===== src/rtl/pipe_pkg.sv =====
// Shared definitions for the inter-stage pipeline registers: state encodings
// and the bundle widths used by the EX/MEM and MEM/WB instances.
// Optional feature macro: PIPE_STALL_CNT_EN (adds the stall_count port).
package pipe_pkg;

    localparam logic [1:0] ST_EMPTY = 2'd0;
    localparam logic [1:0] ST_BUSY  = 2'd1;
    localparam logic [1:0] ST_FULL  = 2'd2;

    localparam int EXMEM_DATA_W = 101;
    localparam int EXMEM_CTRL_W = 5;
    localparam int MEMWB_DATA_W = 71;
    localparam int MEMWB_CTRL_W = 2;

endpackage


===== src/rtl/pipe_entry_reg.sv =====
// One pipeline entry: a data+control register with a load enable.
// Contents only change on en_i; reset clears to zero asynchronously.
module pipe_entry_reg #(
    parameter int W = 106
) (
    input  logic         clk_i,
    input  logic         rst_i,
    input  logic         en_i,
    input  logic [W-1:0] d_i,
    output logic [W-1:0] q_o
);

    logic [W-1:0] q_q;

    // Load on enable, hold otherwise.
    always_ff @(posedge clk_i or posedge rst_i) begin
        if (rst_i)     q_q <= '0;
        else if (en_i) q_q <= d_i;
    end

    assign q_o = q_q;

endmodule


===== src/rtl/pipe_skid_stage.sv =====
// Pipeline stage register with a valid/ready handshake and a 2-entry skid.
// in_ready depends only on registered state, so there is no combinational
// path from out_ready to in_ready. Control bits are masked when the stage
// is empty so write-enable style bits cannot fire on a bubble.
// Optional feature macro: PIPE_STALL_CNT_EN (saturating stall counter).
module pipe_skid_stage
    import pipe_pkg::*;
#(
    parameter int DATA_W = EXMEM_DATA_W,
    parameter int CTRL_W = EXMEM_CTRL_W,
    parameter int CNT_W  = 16
) (
    input  logic              Clk,
    input  logic              Rst,
    input  logic              flush,
    input  logic              in_valid,
    output logic              in_ready,
    input  logic [DATA_W-1:0] in_data,
    input  logic [CTRL_W-1:0] in_ctrl,
    output logic              out_valid,
    input  logic              out_ready,
    output logic [DATA_W-1:0] out_data,
    output logic [CTRL_W-1:0] out_ctrl
`ifdef PIPE_STALL_CNT_EN
   ,output logic [CNT_W-1:0]  stall_count
`endif
);

    localparam int W = DATA_W + CTRL_W;

    logic [1:0]   state_q, state_d;
    logic         acc, pop;
    logic         main_en, skid_en, main_from_skid;
    logic [W-1:0] in_bundle, main_d, main_q, skid_q;

    assign in_ready  = (state_q != ST_FULL);
    assign out_valid = (state_q == ST_BUSY) || (state_q == ST_FULL);
    assign acc       = in_valid & in_ready;
    assign pop       = out_valid & out_ready;
    assign in_bundle = {in_data, in_ctrl};
    assign main_d    = main_from_skid ? skid_q : in_bundle;

    // State register.
    always_ff @(posedge Clk or posedge Rst) begin
        if (Rst) state_q <= ST_EMPTY;
        else     state_q <= state_d;
    end

    // Next state and entry load enables; flush overrides everything and
    // suppresses loads so a bundle offered during flush is dropped.
    always_comb begin
        state_d        = state_q;
        main_en        = 1'b0;
        skid_en        = 1'b0;
        main_from_skid = 1'b0;
        if (flush) begin
            state_d = ST_EMPTY;
        end else begin
            case (state_q)
                ST_BUSY: begin
                    if (acc && pop) begin
                        main_en = 1'b1;
                    end else if (acc) begin
                        skid_en = 1'b1;
                        state_d = ST_FULL;
                    end else if (pop) begin
                        state_d = ST_EMPTY;
                    end
                end
                ST_FULL: begin
                    if (pop) begin
                        main_en        = 1'b1;
                        main_from_skid = 1'b1;
                        state_d        = ST_BUSY;
                    end
                end
                // EMPTY, and the unused encoding behaves like EMPTY.
                default: begin
                    if (acc) begin
                        main_en = 1'b1;
                        state_d = ST_BUSY;
                    end else begin
                        state_d = ST_EMPTY;
                    end
                end
            endcase
        end
    end

    pipe_entry_reg #(.W(W)) u_main (
        .clk_i (Clk),
        .rst_i (Rst),
        .en_i  (main_en),
        .d_i   (main_d),
        .q_o   (main_q)
    );

    pipe_entry_reg #(.W(W)) u_skid (
        .clk_i (Clk),
        .rst_i (Rst),
        .en_i  (skid_en),
        .d_i   (in_bundle),
        .q_o   (skid_q)
    );

    assign out_data = main_q[W-1:CTRL_W];
    assign out_ctrl = main_q[CTRL_W-1:0] & {CTRL_W{out_valid}};

`ifdef PIPE_STALL_CNT_EN
    logic [CNT_W-1:0] stall_q;

    // Count cycles where a held bundle is refused downstream; saturates,
    // and only reset clears it so flushes do not hide stall history.
    always_ff @(posedge Clk or posedge Rst) begin
        if (Rst)                                       stall_q <= '0;
        else if (out_valid && !out_ready && stall_q != '1) stall_q <= stall_q + 1'b1;
    end

    assign stall_count = stall_q;
`endif

endmodule


===== config.mk =====
export PLATFORM = sky130hd
export DESIGN_NAME = pipe_skid_stage
export DESIGN_NICKNAME = d
export VERILOG_FILES = /design/src/rtl/pipe_pkg.sv /design/src/rtl/pipe_entry_reg.sv /design/src/rtl/pipe_skid_stage.sv
export SDC_FILE = /design/constraint.sdc
export NUM_CORES = 1
export LEC_CHECK = 0
export CELL_PAD_IN_SITES_DETAIL_PLACEMENT = 0
export CELL_PAD_IN_SITES_GLOBAL_PLACEMENT = 1
export CORE_UTILIZATION = 39
export CTS_BUF_LIST = sky130_fd_sc_hd__clkbuf_8
export CTS_CLUSTER_DIAMETER = 50
export DETAILED_ROUTE_END_ITERATION = 16
export PLACE_DENSITY_LB_ADDON = 0.1
export REMOVE_ABC_BUFFERS = 1
export SYNTH_ARGS = -nofsm -noshare
export SYNTH_HDL_FRONTEND = slang
export SYNTH_HIERARCHICAL = 1
export SYNTH_SLANG_ARGS = --single-unit

===== constraint.sdc =====
create_clock -name Clk -period 3.5 [get_ports Clk]
set_input_delay 0.7 -clock Clk [delete_from_list [all_inputs] [get_ports Clk]]
set_output_delay 0.7 -clock Clk [all_outputs]
set_load 0.02 [all_outputs]

**Yosys cells after proc, flatten, opt, wreduce, memory -nomap -nowiden**

Cells that the tools add are included.

- Equal/unequal tests: 6
- Muxes and demuxes: 18
- Bitwise operators: 3
- Reduce and logical (&&, ||, !) cells: 3

Operators by type and width:

| kind | number |
|---|---|
| 2-to-1 mux 106 bit | 1 |
| 2-to-1 mux 1 bit | 10 |
| 2-to-1 mux 2 bit | 5 |
| inequality test 3 bit, second input constant | 2 |
| AND 5 bit | 1 |
| inequality test 4 bit, second input constant | 1 |
| case mux 2 bit (2 select lines) | 1 |
| AND reduction 3 bit | 1 |
| AND 1 bit | 2 |
| equality test 2 x 1 -> 1 bit, second input constant | 1 |
| equality test 2 bit, second input constant | 1 |
| inequality test 2 bit, second input constant | 1 |
| case mux 1 bit (2 select lines) | 1 |
| logical AND 1 bit | 1 |
| logical OR 1 bit | 1 |

- Logic and storage cells: 33
- Output and inout bits: 108
- Bits of input ports: 111
- Register bits after elaboration: 214

**Longest topological paths before layout**

- Depth after elaboration: 8
- Depth in mapped cells: 9
- Mapped depth without buffers: 6

**By module**

Netlist, hierarchy kept.

Modules (own cells, without submodules):

| module | cells each | area an instance (um2) | seq. area each (um2) | instances |
|---|---|---|---|---|
| pipe_entry_reg | 225 | 4,097.7 | 2,652.5 | 2 |
| pipe_skid_stage | 154 | 1,692.9 | 50.0 | 1 |

**Worst setup path after synthesis**

OpenSTA, ideal clock, no wires.

- Kind: register to register
- Start point: register state_q[0]
- End point: register u_main.q_q[100], in the netlist u_main/q_o[100]
- Stages on the path, launching flop included: 10
- Setup time: 0.125 ns
- Arrival time: 2.097 ns
- Setup slack: 1.278 ns
- Buffers on the path: 3
- Period minus slack after synthesis: 2.222 ns
- Data required time: 3.375 ns
- Cell sequence: dfrtp_1 -> inv_1 -> ha_1 -> inv_2 -> or3_1 -> buf_2 -> buf_6 -> buf_6 -> mux2_4 -> mux2_2

- Elaborated cells on any way between the ends: 15
- Those cells by class: eq/ne (3); mux (8); bitwise (2); reduce/logical (2)

RTL lines:

| element | line | RTL |
|---|---|---|
| start, declared | pipe_skid_stage.sv:31 | `logic [1:0] state_q, state_d;` |
| start signal, assigned | pipe_skid_stage.sv:46 | `else state_q <= state_d;` |
| inequality test 2 bit (*) | pipe_skid_stage.sv:36 | `assign in_ready = (state_q != ST_FULL);` |
| named net in_ready | pipe_skid_stage.sv:17 | `output logic in_ready,` |
| AND 1 bit (*) | pipe_skid_stage.sv:38 | `assign acc = in_valid & in_ready;` |
| logical AND 1 bit | pipe_skid_stage.sv:61 | `if (acc && pop) begin` |
| 2-to-1 mux 1 bit | pipe_skid_stage.sv:61 |  |
| case mux 1 bit (2 select lines) (*) | pipe_skid_stage.sv:59 | `case (state_q)` |
| 2-to-1 mux 1 bit (*) | pipe_skid_stage.sv:56 | `if (flush) begin` |
| end signal, assigned | pipe_entry_reg.sv:18 | `else if (en_i) q_q <= d_i;` |
| end, declared | pipe_entry_reg.sv:13 | `logic [W-1:0] q_q;` |

The timed path passes the listed nets; every way through them passes the cells marked *.
A chain may end at the register's enable or synchronous reset.

**Worst setup path in the final report**

- Start point: register state_q[0]
- End point: output port out_ctrl[2]

- Longest elaborated chain between the ends: 3
- Elaborated cells on any way between the ends: 4
- Those cells by class: eq/ne (2); bitwise (1); reduce/logical (1)

RTL lines:

| element | line | RTL |
|---|---|---|
| equality test 2 x 1 -> 1 bit / equality test 2 bit (equally long branches) | pipe_skid_stage.sv:37 | `assign out_valid = (state_q == ST_BUSY) \|\| (state_q == ST_FULL);` |
| logical OR 1 bit (*) | pipe_skid_stage.sv:37 |  |
| AND 5 bit (*) | pipe_skid_stage.sv:107 | `assign out_ctrl = main_q[CTRL_W-1:0] & {CTRL_W{out_valid}};` |
| end, declared | pipe_skid_stage.sv:23 | `output logic [CTRL_W-1:0] out_ctrl` |

Every way passes the cells marked *; elsewhere a longest branch is shown, timed or not.

==> flow_metrics.env <==
export IMPL_track_usage_pct=17.9
export IMPL_dp_hpwl_um=14800
export IMPL_cts_tree="done"
export IMPL_avgSynthCellArea_um2=16.4
export IMPL_synth_common_cells="dfrtp_1 (214), mux2_2 (198), mux2_4 (120), buf_2 (19), buf_6 (17)"
export IMPL_dp_cells=1123
export IMPL_slew_headroom_pct=59.4
export IMPL_syn_cell_area_mm2=0.00989
export IMPL_synthMuxAreaShare_pct=40.8
export IMPL_path_clk_slew_ns=0.06
export IMPL_ios=219
export IMPL_drc=0
export IMPL_arrival_ns=2.25
export IMPL_worst_hold_path_num_cells=1
export IMPL_p_sw_mw=2.12
export IMPL_skew_ns=0.0187
export IMPL_h_tree_depth=2
export IMPL_drv_slew=0
export IMPL_power_per_cell_area_mw_per_mm2=590
export IMPL_cts_buffer_depth=3
export IMPL_clock_power_share_pct=31.2
export IMPL_max_freq_mhz=339
export IMPL_synthAdderAreaFrac_pct=0.253
export IMPL_p_sw_share_pct=27.0
export IMPL_start_util_pct=40.2
export IMPL_grt_pass1_vias=6533
export IMPL_die_area_mm2=0.0260
export IMPL_antenna_found_initial=0
export IMPL_cts_resized=0
export IMPL_async_reset_ff_share_pct=100
export IMPL_outcome="complete, no violations"
export IMPL_numCtsBuffers=39
export IMPL_synth_top_family_by_area="multiplexers"
export IMPL_path_cells="inv_1 -> ha_1 -> nor2b_1 -> clkdlybuf4s50_1"
export IMPL_num_vias=5861
export IMPL_hold_class="reg2reg"
export IMPL_wl_um=22800
export IMPL_seqPwrFrac_pct=43.6
export IMPL_io_buffers=218
export IMPL_ys_top_cells_by_area="dfrtp_1 (54%), mux2_2 (23%), mux2_4 (18%)"
export IMPL_leakagePower_nw=5.80
export IMPL_cpPeakStageDelay_ns=0.64
export IMPL_cts_sinks=214
export IMPL_area_growth_pct=34.1
export IMPL_r2r_setup_slack_ns=0.96
export IMPL_synth_most_common_cell="dfrtp_1"
export IMPL_min_period_ns=2.95
export IMPL_rsz0062_at_grt="no"
export IMPL_synth_xor_area_share_pct=0.0886
export IMPL_max_cap_viol_count=0
export IMPL_postSynthCellCount=604
export IMPL_setup_viol=0
export IMPL_synthSimpleGateAreaFrac_pct=0.962
export IMPL_nFillCells=2019
export IMPL_r2r_start="state_q[1]"
export IMPL_nets=953
export IMPL_core_area_mm2=0.0246
export IMPL_r2r_end="u_skid/q_o[47]"
export IMPL_drtAntennaViolNets=0
export IMPL_clock_root_buffer="clkbuf_8"
export IMPL_cp_required_ns=2.80
export IMPL_synth_compound_area_share_pct=0.531
export IMPL_crit_path_end_kind="output pin"
export IMPL_critPathMaxFanout=13
export IMPL_hold_viol=0
export IMPL_r2r_worst_path_cells=5
export IMPL_whs_endpoint="u_skid/q_o[3]"
export IMPL_yosys_most_used_dff="dfrtp_1"
export IMPL_critPathKind="reg2out"
export IMPL_ir_drop_mv=0.419
export IMPL_wl_per_cell_um=19.1
export IMPL_grt_overflow_total=0
export IMPL_start_kind="register"
export IMPL_yosys_register_bits=214
export IMPL_p_int_mw=5.71
export IMPL_die_h_um=161
export IMPL_yosysSeqAreaShare_pct=54.2
export IMPL_synth_top_area_cell="dfrtp_1"
export IMPL_combPwrFrac_pct=25.2
export IMPL_holdBufCountCts=0
export IMPL_layout_cells_non_filler=1193
export IMPL_tightest_slew_ns=0.604
export IMPL_yosysUniqueCellTypes=23
export IMPL_rows=57
export IMPL_cts_setup_buffers=0
export IMPL_ys_warn_count=6
export IMPL_finalCritPeriodShare_pct=84.2
export IMPL_die_x_um=161
export IMPL_routed_via_density=4.91
export IMPL_final_core_util_pct=53.9
export IMPL_finalWeightedCongestion=0.781
export IMPL_synth_top_area_share_pct=54.2
export IMPL_hp_start="u_skid/q_o[3]"
export IMPL_grt_max_degree=57
export IMPL_clk_latency_ns=0.52
export IMPL_dr_pass1_iters=4
export IMPL_synth_enable_flop_cells=0
export IMPL_first_iter_violations=238
export IMPL_drive_gt1_share_pct=45.9
export IMPL_slowest_stage="clkdlybuf4s50_1"
export IMPL_grt_pass1_wl_um=36500
-- placed cells by master, fill, tap and decap left out, drive strengths merged --
master,instances
o211ai,1
mux2,318
and2b,1
or3,1
and2,1
clkinvlp,1
clkdlybuf4s50,218
or4,1
dfrtp,214
ha,2
clkinv,5
o221ai,1
nor2b,8
inv,17
o21ai,2
a211o,1
a31oi,2
nand2,3
xnor2,1
nor4,1
bufinv,1
diode,1
a21oi,1
clkbuf,53
buf,14
-- cell type report --
class	instances	area, um2	area share (%)
diodes	1	2.50	0.0189
multi-input cells	345	4240	31.9
inverters	8	35.0	0.264
flip-flops and latches	214	5360	40.4
well taps	324	405	3.06
clock buffers	53	729	5.50
repair buffers	232	2400	18.1
clock inverters	16	96.3	0.727
-- sequential cells by signal (all words and copies together) (netlist names) --
| name | flops |
|---|---|
| u_main/q_o | 106 |
| u_skid/q_o | 106 |
| state_q | 2 |
-- metal layers --
metal | up-vias | GRT usage (%) | routed length (um)
li1 | 2638 | - | -
met1 | 3011 | 22.6 | 9700
met2 | 174 | 29.1 | 10800
met3 | 38 | 5.86 | 1860
met4 | 0 | 5.23 | 413
met5 | - | 0 | 0
-- logic make-up (layout without fill, tap and decap cells) --
kind of cell	count (synthesis)	count (layout)
flip-flops	214	214
other	0	1
XOR/XNOR	1	1
AND/OR/NAND/NOR	16	16
adder cells (fa/ha/maj)	2	2
buffers and inverters	45	309
AO/OA/AOI/OAI	8	8
multiplexers	318	318
-- power by group through the flow --
stage          clock network (mW)  registers (mW)  logic (mW)
2_1_floorplan                   0            3.67       0.937
3_3_place_gp                    0            3.42        1.94
3_5_place_dp                    0            3.46        1.98
4_1_cts                      2.54            3.43        1.99
5_1_grt                      2.65            3.50        2.08
6_report                     2.44            3.42        1.97
-- critical path: cells and delay by family (launching register included) --
kind                     cells  cell delay [ns]
adder cells (fa/ha/maj)      1             0.47
buffers and inverters        2             0.70
flip-flops                   1             0.39
AND/OR/NAND/NOR              1             0.19
-- worst max-delay path by stage --
stage	from	end	slack, ns	cells past startpoint
final	state_q[0]	out_ctrl[2]	0.55	4
after global placement	flush	u_main/q_o[14]	0.60	5
after global routing	state_q[0]	out_ctrl[2]	0.44	4
after detailed placement	in_valid	u_main/q_o[24]	0.55	6
after CTS	state_q[0]	out_ctrl[2]	0.52	4
after floorplan	flush	u_skid/q_o[0]	-11.32	2
-- per-stage QoR --
stage          worst slack, ns  cell area (um2)  hold WS, ns  total power, mW  setup TNS (ns)
4_1_cts                  0.523            13300        0.508             7.96               0
5_1_grt                  0.444            13300        0.517             8.24               0
2_1_floorplan           -11.32             9600        0.441             4.61        -1694.11
3_3_place_gp             0.602            12400        0.485             5.36               0
6_report                 0.554            13300        0.501             7.83               0
3_5_place_dp             0.549            12400        0.491             5.44               0
Note: power is estimated with default switching activity, not from simulation.
